[config.mk]
export PLATFORM = sky130hd
export DESIGN_NAME = cam_pattern_gen
export DESIGN_NICKNAME = d
export VERILOG_FILES = /design/src/rtl/cam_pattern_gen.sv
export SDC_FILE = /design/constraint.sdc
export NUM_CORES = 1
export LEC_CHECK = 0
export ABC_AREA = 1
export ABC_CLOCK_PERIOD_IN_PS = 5700
export BUFFER_PORTS_ARGS = -buffer_cell sky130_fd_sc_hd__buf_4
export CORE_ASPECT_RATIO = 1.4
export CORE_UTILIZATION = 45
export CTS_CLUSTER_DIAMETER = 40
export CTS_CLUSTER_SIZE = 20
export DETAILED_ROUTE_END_ITERATION = 6
export SYNTH_ARGS = -nofsm -noshare
export SYNTH_HDL_FRONTEND = slang
export SYNTH_SLANG_ARGS = --single-unit
[constraint.sdc]
create_clock -name clk -period 5.7 [get_ports clk]
set_clock_uncertainty 0.2 [all_clocks]
set_input_delay 0.855 -clock clk [delete_from_list [all_inputs] [get_ports clk]]
set_output_delay 0.855 -clock clk [all_outputs]
set_load 0.01 [all_outputs]
[src/rtl/cam_pattern_gen.sv]
// ============================================================================
// Module   : cam_pattern_gen
// Brief    : Camera-interface stimulus source: FVAL/LVAL/DVAL timing plus
//            CH_NUM pixel channels in ramp / horizontal / vertical / constant.
// Revision : 1.0 - initial release
// ============================================================================
`default_nettype none

module cam_pattern_gen #(
    parameter int PIXEL_WIDTH = 8,
    parameter int CH_NUM      = 2,
    parameter int HTOTAL      = 360,
    parameter int VTOTAL      = 492,
    parameter int HACTIVE     = 320,
    parameter int VACTIVE     = 480,
    parameter int CH_OFFSET   = 16,
    parameter int FCNT_WIDTH  = 8
) (
    input  logic                          clk,
    input  logic                          rst,
    input  logic                          i_start,
    input  logic                          i_stop,
    input  logic [1:0]                    i_mode,
    input  logic [FCNT_WIDTH-1:0]         i_frames,
    input  logic [PIXEL_WIDTH-1:0]        i_const_val,
    output logic                          o_busy,
    output logic                          o_frame_end,
    output logic                          o_fval,
    output logic                          o_lval,
    output logic                          o_dval,
    output logic [CH_NUM*PIXEL_WIDTH-1:0] o_data,
    output logic [FCNT_WIDTH-1:0]         o_frame_num
);

    localparam int HW = (HTOTAL > 1) ? $clog2(HTOTAL) : 1;
    localparam int VW = (VTOTAL > 1) ? $clog2(VTOTAL) : 1;

    localparam logic [HW-1:0] C_H_LAST  = HW'(HTOTAL - 1);
    localparam logic [VW-1:0] C_V_LAST  = VW'(VTOTAL - 1);
    localparam logic [HW-1:0] C_H_START = HW'(HTOTAL - HACTIVE);
    localparam logic [VW-1:0] C_V_START = VW'(VTOTAL - VACTIVE);

    localparam logic [0:0] S_IDLE = 1'b0;
    localparam logic [0:0] S_RUN  = 1'b1;

    localparam logic [1:0] M_RAMP  = 2'd0;
    localparam logic [1:0] M_HORIZ = 2'd1;
    localparam logic [1:0] M_VERT  = 2'd2;
    localparam logic [1:0] M_CONST = 2'd3;

    // Control state
    logic [0:0]             state_q,  state_d;
    logic [HW-1:0]          h_q,      h_d;
    logic [VW-1:0]          v_q,      v_d;
    logic [PIXEL_WIDTH-1:0] ramp_q,   ramp_d;
    logic [1:0]             mode_q,   mode_d;
    logic [FCNT_WIDTH-1:0]  frames_q, frames_d;
    logic                   stop_q,   stop_d;
    logic [FCNT_WIDTH-1:0]  fnum_q,   fnum_d;

    // Registered outputs
    logic                          busy_q,  busy_d;
    logic                          fend_q,  fend_d;
    logic                          fval_q,  fval_d;
    logic                          lval_q,  lval_d;
    logic                          dval_q,  dval_d;
    logic [CH_NUM*PIXEL_WIDTH-1:0] data_q,  data_d;

    logic                  w_at_end;
    logic                  w_last;
    logic [FCNT_WIDTH-1:0] w_fnum_inc;
    logic [HW-1:0]         w_x;
    logic [VW-1:0]         w_y;

    assign w_at_end   = (h_q == C_H_LAST) && (v_q == C_V_LAST);
    assign w_fnum_inc = fnum_q + FCNT_WIDTH'(1);
    // A STOP sampled on the frame's last edge still makes this the final frame.
    assign w_last     = stop_q || i_stop ||
                        ((frames_q != '0) && (w_fnum_inc == frames_q));

    // Active-area indices of the position about to be presented.
    assign w_x = h_d - C_H_START;
    assign w_y = v_d - C_V_START;

    // ------------------------------------------------------------------------
    // State register
    // ------------------------------------------------------------------------
    always_ff @(posedge clk or posedge rst) begin
        if (rst) begin
            state_q  <= S_IDLE;
            h_q      <= '0;
            v_q      <= '0;
            ramp_q   <= '0;
            mode_q   <= '0;
            frames_q <= '0;
            stop_q   <= 1'b0;
            fnum_q   <= '0;
            busy_q   <= 1'b0;
            fend_q   <= 1'b0;
            fval_q   <= 1'b0;
            lval_q   <= 1'b0;
            dval_q   <= 1'b0;
            data_q   <= '0;
        end else begin
            state_q  <= state_d;
            h_q      <= h_d;
            v_q      <= v_d;
            ramp_q   <= ramp_d;
            mode_q   <= mode_d;
            frames_q <= frames_d;
            stop_q   <= stop_d;
            fnum_q   <= fnum_d;
            busy_q   <= busy_d;
            fend_q   <= fend_d;
            fval_q   <= fval_d;
            lval_q   <= lval_d;
            dval_q   <= dval_d;
            data_q   <= data_d;
        end
    end

    // ------------------------------------------------------------------------
    // Next-state logic
    // ------------------------------------------------------------------------
    always_comb begin
        state_d  = state_q;
        h_d      = h_q;
        v_d      = v_q;
        ramp_d   = ramp_q;
        mode_d   = mode_q;
        frames_d = frames_q;
        stop_d   = stop_q;
        fnum_d   = fnum_q;

        case (state_q)
            S_IDLE: begin
                // START wins over a simultaneous STOP: the stop flag starts clear.
                if (i_start) begin
                    state_d  = S_RUN;
                    h_d      = '0;
                    v_d      = '0;
                    ramp_d   = '0;
                    mode_d   = i_mode;
                    frames_d = i_frames;
                    stop_d   = 1'b0;
                    fnum_d   = '0;
                end
            end
            S_RUN: begin
                stop_d = stop_q | i_stop;
                ramp_d = ramp_q + PIXEL_WIDTH'(1);
                if (w_at_end) begin
                    fnum_d = w_fnum_inc;
                    h_d    = '0;
                    v_d    = '0;
                    if (w_last) begin
                        state_d = S_IDLE;
                        stop_d  = 1'b0;
                    end else begin
                        mode_d = i_mode;
                    end
                end else if (h_q == C_H_LAST) begin
                    h_d = '0;
                    v_d = v_q + VW'(1);
                end else begin
                    h_d = h_q + HW'(1);
                end
            end
            default: begin
                state_d = S_IDLE;
            end
        endcase
    end

    // ------------------------------------------------------------------------
    // Output logic: computed for the next position so every output is a flop
    // ------------------------------------------------------------------------
    always_comb begin
        busy_d = 1'b0;
        fend_d = 1'b0;
        fval_d = 1'b0;
        lval_d = 1'b0;
        dval_d = 1'b0;
        data_d = '0;

        if (state_d == S_RUN) begin
            busy_d = 1'b1;
            fval_d = (v_d >= C_V_START);
            lval_d = (h_d >= C_H_START);
            dval_d = fval_d & lval_d;
            fend_d = (h_d == C_H_LAST) && (v_d == C_V_LAST);
            for (int c = 0; c < CH_NUM; c++) begin
                case (mode_d)
                    M_RAMP: begin
                        data_d[c*PIXEL_WIDTH +: PIXEL_WIDTH] =
                            ramp_d + PIXEL_WIDTH'(c * CH_OFFSET);
                    end
                    M_HORIZ: begin
                        if (dval_d) begin
                            data_d[c*PIXEL_WIDTH +: PIXEL_WIDTH] =
                                PIXEL_WIDTH'(w_x) + PIXEL_WIDTH'(c * CH_OFFSET);
                        end
                    end
                    M_VERT: begin
                        if (dval_d) begin
                            data_d[c*PIXEL_WIDTH +: PIXEL_WIDTH] =
                                PIXEL_WIDTH'(w_y) + PIXEL_WIDTH'(c * CH_OFFSET);
                        end
                    end
                    M_CONST: begin
                        if (dval_d) begin
                            data_d[c*PIXEL_WIDTH +: PIXEL_WIDTH] = i_const_val;
                        end
                    end
                    default: begin
                        data_d[c*PIXEL_WIDTH +: PIXEL_WIDTH] = '0;
                    end
                endcase
            end
        end
    end

    assign o_busy      = busy_q;
    assign o_frame_end = fend_q;
    assign o_fval      = fval_q;
    assign o_lval      = lval_q;
    assign o_dval      = dval_q;
    assign o_data      = data_q;
    assign o_frame_num = fnum_q;

endmodule

`default_nettype wire

# [Yosys cells after proc, flatten, opt, wreduce, memory -nomap -nowiden]
# Index checks and enable logic that the tools add are counted.
[classes] magnitude_cmp=2 n_bitwise=3 add_sub_neg=9 muxes=38 div_mod_pow=0 eq_ne=10 n_reduce_logical=9 n_mul=0 shifts=0
[op_table] op="$mux W8" count=8
[op_table] op="$pmux W8 S4" count=2
[op_table] op="$mux W9" count=6
[op_table] op="$eq A9 B9 Y1 const B" count=4
[op_table] op="$pmux W9 S2" count=2
[op_table] op="$pmux W8 S2" count=2
[op_table] op="$add A8 B5 Y8 const B" count=3
[op_table] op="$add A9 B1 Y9 const B" count=2
[op_table] op="$add A8 B1 Y8 const B" count=2
[op_table] op="$mux W16" count=1
[op_table] op="$mux W1" count=11
[op_table] op="$ge A9 B4 Y1 const B" count=1
[op_table] op="$ge A9 B6 Y1 const B" count=1
[op_table] op="$eq A8 B8 Y1" count=1
[op_table] op="$reduce_bool A8 Y1" count=1
[op_table] op="$sub A8 B4 Y8 const B" count=1
[op_table] op="$sub A8 B6 Y8 const B" count=1
[op_table] op="$mux W2" count=3
[op_table] op="$eq A2 B2 Y1 const B" count=2
[op_table] op="$pmux W1 S2" count=2
[op_table] op="$pmux W2 S2" count=1
[op_table] op="$reduce_and A2 Y1" count=2
[op_table] op="$logic_and A1 B1 Y1" count=3
[op_table] op="$eq A2 B1 Y1 const B" count=1
[op_table] op="other kinds (7)" count=8
[word_totals] latchBits=0 output_inout_bits=29 mem_count=0 input_bits=22 rom_bits=0 mem_bits_rw=0 wordCells=85 register_bits=67

# [Depth between registers and ports, before layout]
# Gate-level depths: netlist of the first run.
[logic_depth] ltp_word=10 mapped_depth=23 mapped_depth_nobuf=23

# [Least setup slack after synthesis of the first run]
# No wires, ideal clock.
[synth_path] path_kind="input-to-reg" start="input port i_start" end="register data_q[8] (netlist: o_data[8])" path_stages=18 setup_time_ns=0.072 arrival_ns=2.505 setup_slack_ns=2.924 cell_sequence="nor2_4 -> buf_2 -> nand2_1 -> nand2_1 -> inv_1 -> ha_1 -> inv_1 -> nand2_1 -> nand2_1 -> nor3_1 -> nand2_1 -> nand2_2 -> buf_6 -> nor2_1 -> nand2_1 -> nand3_1 -> nor2_1 -> nor2_1"
[synth_via] elab_chain_cells=7 word_cells_on_any_way=27 classes_between="add/sub (5); order compare (2); eq/ne (3); mux (15); bitwise (1); reduce/logical (1)"
[synth_rtl] item="from (decl)" line="21" text="input logic i_start,"
[synth_rtl] item="$mux W9 *" line="138" text="if (i_start) begin"
[synth_rtl] item="$pmux W9 S2 *" line="135" text="case (state_q)"
[synth_rtl] item="net h_d[3]" line="53" text="logic [HW-1:0] h_q, h_d;"
[synth_rtl] item="$ge A9 B6 Y1 *" line="189" text="lval_d = (h_d >= C_H_START);"
[synth_rtl] item="$and A1 B1 Y1 *" line="190" text="dval_d = fval_d & lval_d;"
[synth_rtl] item="$mux W8 (on tied branches)" line="211, 199, 205"
[synth_rtl] item="$pmux W8 S4 *" line="193" text="case (mode_d)"
[synth_rtl] item="$mux W16 *" line="186" text="if (state_d == S_RUN) begin"
[synth_rtl] item="to (signal assigned)" line="118" text="data_q <= data_d;"
[synth_rtl] item="to (decl)" line="67" text="logic [CH_NUM*PIXEL_WIDTH-1:0] data_q, data_d;"
# The timed path passes the listed nets; every way through them passes the cells marked *.
# A chain may end at the register's enable or synchronous reset.

# [Worst setup path after layout of the first run]
[layout_path] start="register h_q[1]" end="register data_q[15] (netlist: o_data[15])"
[layout_via] elab_chain_cells=9 word_cells_on_any_way=30 classes_between="add/sub (5); order compare (2); eq/ne (4); mux (16); bitwise (1); reduce/logical (2)"
[layout_rtl] item="from (decl)" line="53"
[layout_rtl] item="from (signal assigned)" line="91" text="h_q <= '0;"
[layout_rtl] item="from (signal assigned)" line="106" text="h_q <= h_d;"
[layout_rtl] item="$add A9 B1 Y9 or $eq A9 B9 Y1 (tied branches)" line="166, 75, 162"
[layout_rtl] item="$mux W9 or $logic_and A1 B1 Y1 (tied branches)" line="162, 75"
[layout_rtl] item="$mux W9 *" line="152" text="if (w_at_end) begin"
[layout_rtl] item="$pmux W9 S2 *" line="135"
[layout_rtl] item="net h_d[3]" line="53"
[layout_rtl] item="$sub A8 B6 Y8 or $ge A9 B6 Y1 (tied branches)" line="82, 189"
[layout_rtl] item="$add A8 B5 Y8 or $and A1 B1 Y1 (tied branches)" line="201, 190"
[layout_rtl] item="$mux W8 (on tied branches)" line="199, 205, 211"
[layout_rtl] item="$pmux W8 S4 *" line="193"
[layout_rtl] item="$mux W16 *" line="186"
[layout_rtl] item="net data_d[15]" line="67"
# Marked as above.

==> flow_summary.yaml, run 1 <==
placement:
  gp_congestion: 0.8781
  dp_hpwl_um: 8755
  io_buffers: 50
detailed_routing:
  vias: 4259
  drt-initial-drc-count: 196
  drt_wl_total_um: 11750
  vias_per_cell: 5.188
  first_pass_iters: 5
  ant_nets: 0
  drc_errors: 0
  post_drt_wl_per_cell_um: 14.31
worst_setup_path:
  r2r-start: "h_q[1]"
  endpoint_kind: "register"
  worst-path-max-fanout: 23
  cp_common_cell: "nand2_1"
  cp_num_buf_inv: 4
  critical_path_class: "reg -> reg"
  cp.arrival_ns: 3.60
  regToRegEndpoint: "o_data[15]"
  cp_slowest_cell: "dfrtp_1"
  crit_start: "h_q[1]"
  max_stage_delay_ns: 0.39
  reg2reg_depth: 21
  crit_family: "simple AND/OR/NAND/NOR gates"
  crit_required_ns: 5.72
  r2r_slack_ns: 2.12
  worstPathCellList: "ha_1 > nand2_2 > nor2_1 > nand2_1 > nand2_2 > inv_2 > nand2_1 > nand2_1 > inv_1 > ha_1 > inv_1 > nand2_1 > nand2_1 > nor3_1 > nand2_1 > nand2_2 > inv_1 > nand3_1 > nand2_1 > nor2_1 > nor2_1"
  cp-start-kind: "register"
cells_and_area:
  nets: 738
  area_growth_pct: 15.89
  diodes: 0
  drive_gt1_share_pct: 17.16
logic_synthesis:
  synth.most_common_cell: "nand2_1"
  yosys_warnings: 0
  async_flop_share_pct: 100.0
  synth_top_flop_cell: "dfrtp_1"
  avgSynthCellArea_um2: 6.690
  yosysTopAreaCellShare_pct: 35.25
  synth_area_um2: 4402
  synthTopCellsByCount: "nand2_1, nor2_1, inv_1, dfrtp_1, nand3_1"
  synth_cells: 658
  synthTopCellsByArea: "dfrtp_1, nand2_1, nor2_1"
  yosysSeqAreaShare_pct: 35.25
  synth.distinct_cells: 37
  synth_edf_count: 0
  ys_ff_latch: 62
  syn_nets: 690
  synth_top_cell_by_area: "dfrtp_1"
global_routing:
  grt_max_degree: 63
  grt_pass1_wl_um: 19460
  grt-ovfl-total: 0
  grt_use_total_pct: 24.78
  first_global_vias: 4054
  antenna_found_initial: 0
clocking:
  clkLatencyLatePin_ns: 0.34
  clock-root-buffer: "clkbuf_16"
  cts_hold_buf: 0
  h-tree-depth: 3
  cts_resized: 0
  clock_sinks: 62
  cts_buffers: 9
  clk_pin_slew_ns: 0.05
  cts_tree: "yes"
  postCtsSetupBuffers: 0
  clock_path_buffers: 2
sta:
  rsz0062_at_grt: "no"
  clock.fmax_ghz: 0.2797
  maxSlewViolCount: 0
  setup_violations: 0
  timing.slew.headroom_pct: 41.82
  hold_viol_final: 0
  fin_setup_tns_ns: 0
  finalCritPeriodShare_pct: 62.73
  min_period_ns: 3.576
  worst_pin_slew_ns: 0.8727
min_path:
  hold_class: "reg -> reg"
  worstHoldStart: "ramp_q[7]"
  hold_depth: 1
  hold_end: "ramp_q[7]"
floorplan:
  dieHeight_um: 119.0
  core_region_area_um2: 9459
  die_x_um: 85.59
  ios: 51
  die_area_um2: 10190
  row_count: 42
  initial_core_util_pct: 46.53
pwr:
  ir_worst_vdd_uv: 299.4
  cell_internal_pwr_mw: 1.435
  p_seq_share_pct: 28.8
  powerDensity_nw_per_um2: 519.2
  power_leakage_nw: 2.680
  switching_share_pct: 45.83
  pwr-share-clk_pct: 20.3
  total_power_mw: 2.648
  switchingPower_mw: 1.214
  power.share.combinational_pct: 50.9
status:
  status: "complete, no violations"
run:
  cap_viol_max_count: 0
-- worst reg2reg max path: stages (launching register included) --
cell and delay (ns):
dfrtp_1 0.39, ha_1 0.21, nand2_2 0.12, nor2_1 0.13
nand2_1 0.28, nand2_2 0.22, inv_2 0.07, nand2_1 0.06
nand2_1 0.11, inv_1 0.13, ha_1 0.19, inv_1 0.05
nand2_1 0.06, nand2_1 0.07, nor3_1 0.24, nand2_1 0.10
nand2_2 0.33, inv_1 0.19, nand3_1 0.12, nand2_1 0.06
nor2_1 0.09, nor2_1 0.05
-- kinds of logic after synthesis --
kind of cell	count (synthesis)	share of synthesized area [%]
simple gates	411	41.73
buf+inv	106	10.32
flops	62	35.25
compound gates	57	7.306
xor+xnor	12	2.558
fa+ha+maj	10	2.843
-- layout by cell type, fill, tap and decap left out, types with 2 or more instances in the layout --
| cell type | n |
|---|---|
| a21oi_1 | 14 |
| buf_4 | 52 |
| clkbuf_1 | 3 |
| clkbuf_16 | 9 |
| clkinv_2 | 2 |
| dfrtp_1 | 62 |
| ha_1 | 10 |
| inv_1 | 75 |
| inv_2 | 16 |
| nand2_1 | 211 |
| nand2_2 | 14 |
| nand2_4 | 2 |
| nand3_1 | 60 |
| nand3_2 | 5 |
| nand3b_1 | 3 |
| nand4_1 | 11 |
| nor2_1 | 84 |
| nor2_2 | 6 |
| nor2_4 | 7 |
| nor3_1 | 3 |
| o21ai_0 | 22 |
| o21ai_1 | 11 |
| o21ai_2 | 2 |
| o22ai_1 | 3 |
| xnor2_1 | 5 |
| xor2_1 | 6 |
-- metal layers --
metal	GRT usage, %	share of wire [%]	vias to the layer above
met5	0	0	-
met4	11.98	2.7	0
met3	3.950	3.0	27
met2	43.55	52	91
met1	28.97	43	1983
li1	-	-	2158
-- flip-flops by register name, summed over array words and instances (netlist names) --
name         flops
v_q              9
o_busy           1
o_frame_num      8
stop_q           1
frames_q         8
o_frame_end      1
ramp_q           8
o_data          12
o_lval           1
h_q              9
o_fval           1
mode_q           2
o_dval           1
-- area by class of cell --
cell class | count | area [um^2]
Fill cell | 944 | 4358
Multi-Input combinational cell | 490 | 2396
Sequential cell | 62 | 1551
Timing Repair Buffer | 52 | 390.4
Inverter | 91 | 341.6
Clock buffer | 12 | 236.5
Tap cell | 110 | 137.6
Clock inverter | 4 | 47.55
-- worst max path at each step --
stage | end | slack [ns] | depth (start not counted)
finish | o_data[15] | 2.12 | 21
global placement | o_data[15] | 2.19 | 21
floorplan | o_data[8] | 2.92 | 18
global route | o_data[15] | 1.76 | 21
CTS | o_data[15] | 2.14 | 21
detailed placement | o_data[15] | 2.16 | 21
-- metrics by stage --
| step | instance area, um^2 | setup WS [ns] | util (%) | cells | hold slack [ns] |
|---|---|---|---|---|---|
| 5_1_grt | 5101 | 1.764 | 53.93 | 821 | 0.3205 |
| 3_3_place_gp | 4817 | 2.187 | 50.93 | 805 | 0.2692 |
| 3_5_place_dp | 4817 | 2.157 | 50.93 | 805 | 0.2796 |
| 4_1_cts | 5101 | 2.140 | 53.93 | 821 | 0.2952 |
| 2_1_floorplan | 4402 | 2.924 | - | 658 | 0.2537 |
| 6_report | 5101 | 2.124 | 53.93 | 821 | 0.2914 |
-- power by group through the flow --
stage | clock network, mW | registers (mW) | logic [mW]
2_1_floorplan | 0 | 0.736 | 1.01
6_report | 0.536 | 0.763 | 1.35
3_3_place_gp | 0 | 0.765 | 1.33
4_1_cts | 0.545 | 0.759 | 1.35
3_5_place_dp | 0 | 0.764 | 1.34
5_1_grt | 0.566 | 0.781 | 1.53
Note: power is estimated with default switching activity, not from simulation.
==> run 2: changes to the inputs <==
--- a/config.mk
+++ b/config.mk
@@ -6,13 +6,14 @@
 export NUM_CORES = 1
 export LEC_CHECK = 0
 export ABC_AREA = 1
-export ABC_CLOCK_PERIOD_IN_PS = 5700
+export ABC_CLOCK_PERIOD_IN_PS = 3100
 export BUFFER_PORTS_ARGS = -buffer_cell sky130_fd_sc_hd__buf_4
 export CORE_ASPECT_RATIO = 1.4
 export CORE_UTILIZATION = 45
 export CTS_CLUSTER_DIAMETER = 40
 export CTS_CLUSTER_SIZE = 20
 export DETAILED_ROUTE_END_ITERATION = 6
+export PLACE_DENSITY = 0.67
 export SYNTH_ARGS = -nofsm -noshare
 export SYNTH_HDL_FRONTEND = slang
 export SYNTH_SLANG_ARGS = --single-unit
==> constraint.sdc (replaced) <==
create_clock -name clk -period 3.1 [get_ports clk]
set_clock_uncertainty 0.2 [all_clocks]
set_input_delay 0.465 -clock clk [delete_from_list [all_inputs] [get_ports clk]]
set_output_delay 0.465 -clock clk [all_outputs]
set_load 0.01 [all_outputs]
==> run 2 against run 1 <==
  * Worst setup slack lost 1.9 ns
  * Combinational power grew 100%
  * Sequential share of layout area shrank 1.4 points
  * Via count grew 3.2%
==> flow_summary.yaml, run 2 (synthesized netlist as in run 1, its figures left out) <==
global_routing:
  first_global_vias: 4296
  grt_pass1_wl_um: 19410
  grt-ovfl-total: 0
  grt_max_degree: 63
  grt_use_total_pct: 24.21
  antenna_found_initial: 0
clocking:
  clk_pin_slew_ns: 0.06
  clkLatencyLatePin_ns: 0.33
  clock-root-buffer: "clkbuf_16"
  cts_buffers: 9
  clock_path_buffers: 2
  h-tree-depth: 3
  cts_hold_buf: 0
  cts_tree: "yes"
  clock_sinks: 62
pwr:
  power_leakage_nw: 2.828
  powerDensity_nw_per_um2: 936.4
  ir_worst_vdd_uv: 538.3
  total_power_mw: 5.014
min_path:
  hold_depth: 3
  hold_class: "in -> reg"
run:
  cap_viol_max_count: 0
cells_and_area:
  largest_reg_flops: 12
  multi_input_area_um2: 2472
  drive_gt1_share_pct: 21.68
  final_cell_mix: "nand2_1, nor2_1, buf_4"
  nets: 765
  diodes: 0
  fillCellCount: 896
  final_common_cell: "nand2_1"
  area_growth_pct: 21.66
  final_cell_count_no_fill: 848
  register_area_um2: 1551
detailed_routing:
  vias: 4395
  drt-initial-drc-count: 289
  drt_wl_total_um: 11480
  drc_errors: 0
  vias_per_cell: 5.183
  post_drt_wl_per_cell_um: 13.54
  first_pass_iters: 5
  ant_nets: 0
sta:
  worst_pin_slew_ns: 0.8051
  timing.slew.headroom_pct: 46.33
  setup_violations: 0
  maxSlewViolCount: 0
  clock.fmax_ghz: 0.3460
  min_period_ns: 2.890
  finalCritPeriodShare_pct: 93.24
  hold_viol_final: 0
floorplan:
  die_area_um2: 10190
  initial_core_util_pct: 46.53
  dieHeight_um: 119.0
  die_x_um: 85.59
  ios: 51
  row_count: 42
  core_region_area_um2: 9459
placement:
  io_buffers: 50
  place_inst: 825
  gp_congestion: 0.8749
  dp_hpwl_um: 8631
worst_setup_path:
  crit_required_ns: 3.12
  reg2reg_depth: 21
  endpoint_kind: "register"
  cp.arrival_ns: 2.91
  worst-path-max-fanout: 11
  critical_path_class: "reg -> reg"
  cp-start-kind: "register"
status:
  status: "complete, no violations"
-- run 2: cell types whose count changed in the layout (fill, tap and decap cells not counted), sizes merged --
cell,change
clkinv,+3
nand2,+2
bufinv,-1
buf,+25
clkbuf,-3
inv,+1
-- run 2: final timing paths --
kind,start,end,slack (ns)
setup / recovery,h_q[0],o_data[8],0.21
min in group asynchronous,rst,frames_q[0],0.17
hold reg to reg,stop_q,stop_q,0.29
hold / removal,i_frames[0],frames_q[0],0.13
setup reg to reg,h_q[0],o_data[8],0.21
max in group asynchronous,rst,o_dval,2.01
-- run 2: critical path: stages (launching register included) --
cell and delay (ns):
dfrtp_1 0.36, ha_2 0.21, nand2_4 0.08, nor2_2 0.12, nand2_2 0.10, nand2_2 0.11, inv_2 0.06, nand2_1 0.05
nand2_1 0.06, inv_1 0.10, ha_1 0.19, inv_1 0.06, nand2_1 0.06, nand2_1 0.09, nor3_2 0.18, nand2_2 0.17
nand2_4 0.16, nor2_1 0.05, nand2_1 0.06, nand3_1 0.10, nor2_1 0.13, nor2_1 0.06
-- run 2: layout make-up --
type	count	area share (%)
clock buffer	9	4.206
clock inverter	7	0.9112
inverter	91	6.379
multi-input combinational	492	46.17
sequential	62	28.97
tap	110	2.570
timing repair buffer	77	10.79
-- run 2: stage by stage --
step / setup WS [ns] / setup TNS (ns) / hold WS (ns) / util (%) / area, um^2
global route: -0.007814 / -0.03007 / 0.1495 / 56.61 / 5355
global placement: 0.05809 / 0 / 0.2670 / 52.51 / 4967
detailed placement: -0.04116 / -0.1337 / 0.2777 / 52.51 / 4967
floorplan: 0.4398 / 0 / 0.2537 / - / 4402
finish: 0.2096 / 0 / 0.1286 / 56.61 / 5355
CTS: 0.05389 / 0 / 0.1222 / 55.56 / 5255
-- run 2: timing repair --
| item | CTS | global route |
|---|---|---|
| cloned | 0 | 2 |
| pin swaps | 1 | 8 |
| gates resized for setup | 3 | 12 |
| setup endpoints to repair | 12 | 12 |
| buffers inserted | 0 | 5 |
-- run 2: metal layers --
| layer | up-vias | share of wire [%] | global-route usage, % | wire length [um] |
|---|---|---|---|---|
| met5 | - | 0 | 0 | 0 |
| met4 | 0 | 5.0 | 14.17 | 573 |
| met3 | 45 | 4.2 | 4.643 | 481 |
| met2 | 128 | 50 | 41.15 | 5757 |
| met1 | 2006 | 41 | 28.00 | 4670 |
| li1 | 2216 | - | - | - |
-- run 2: power breakdown --
| group | switching [mW] | internal, mW | total [mW] |
|---|---|---|---|
| combinational | 1.66 | 1.07 | 2.73 |
| sequential | 0.256 | 1.10 | 1.35 |
| clock | 0.389 | 0.541 | 0.930 |
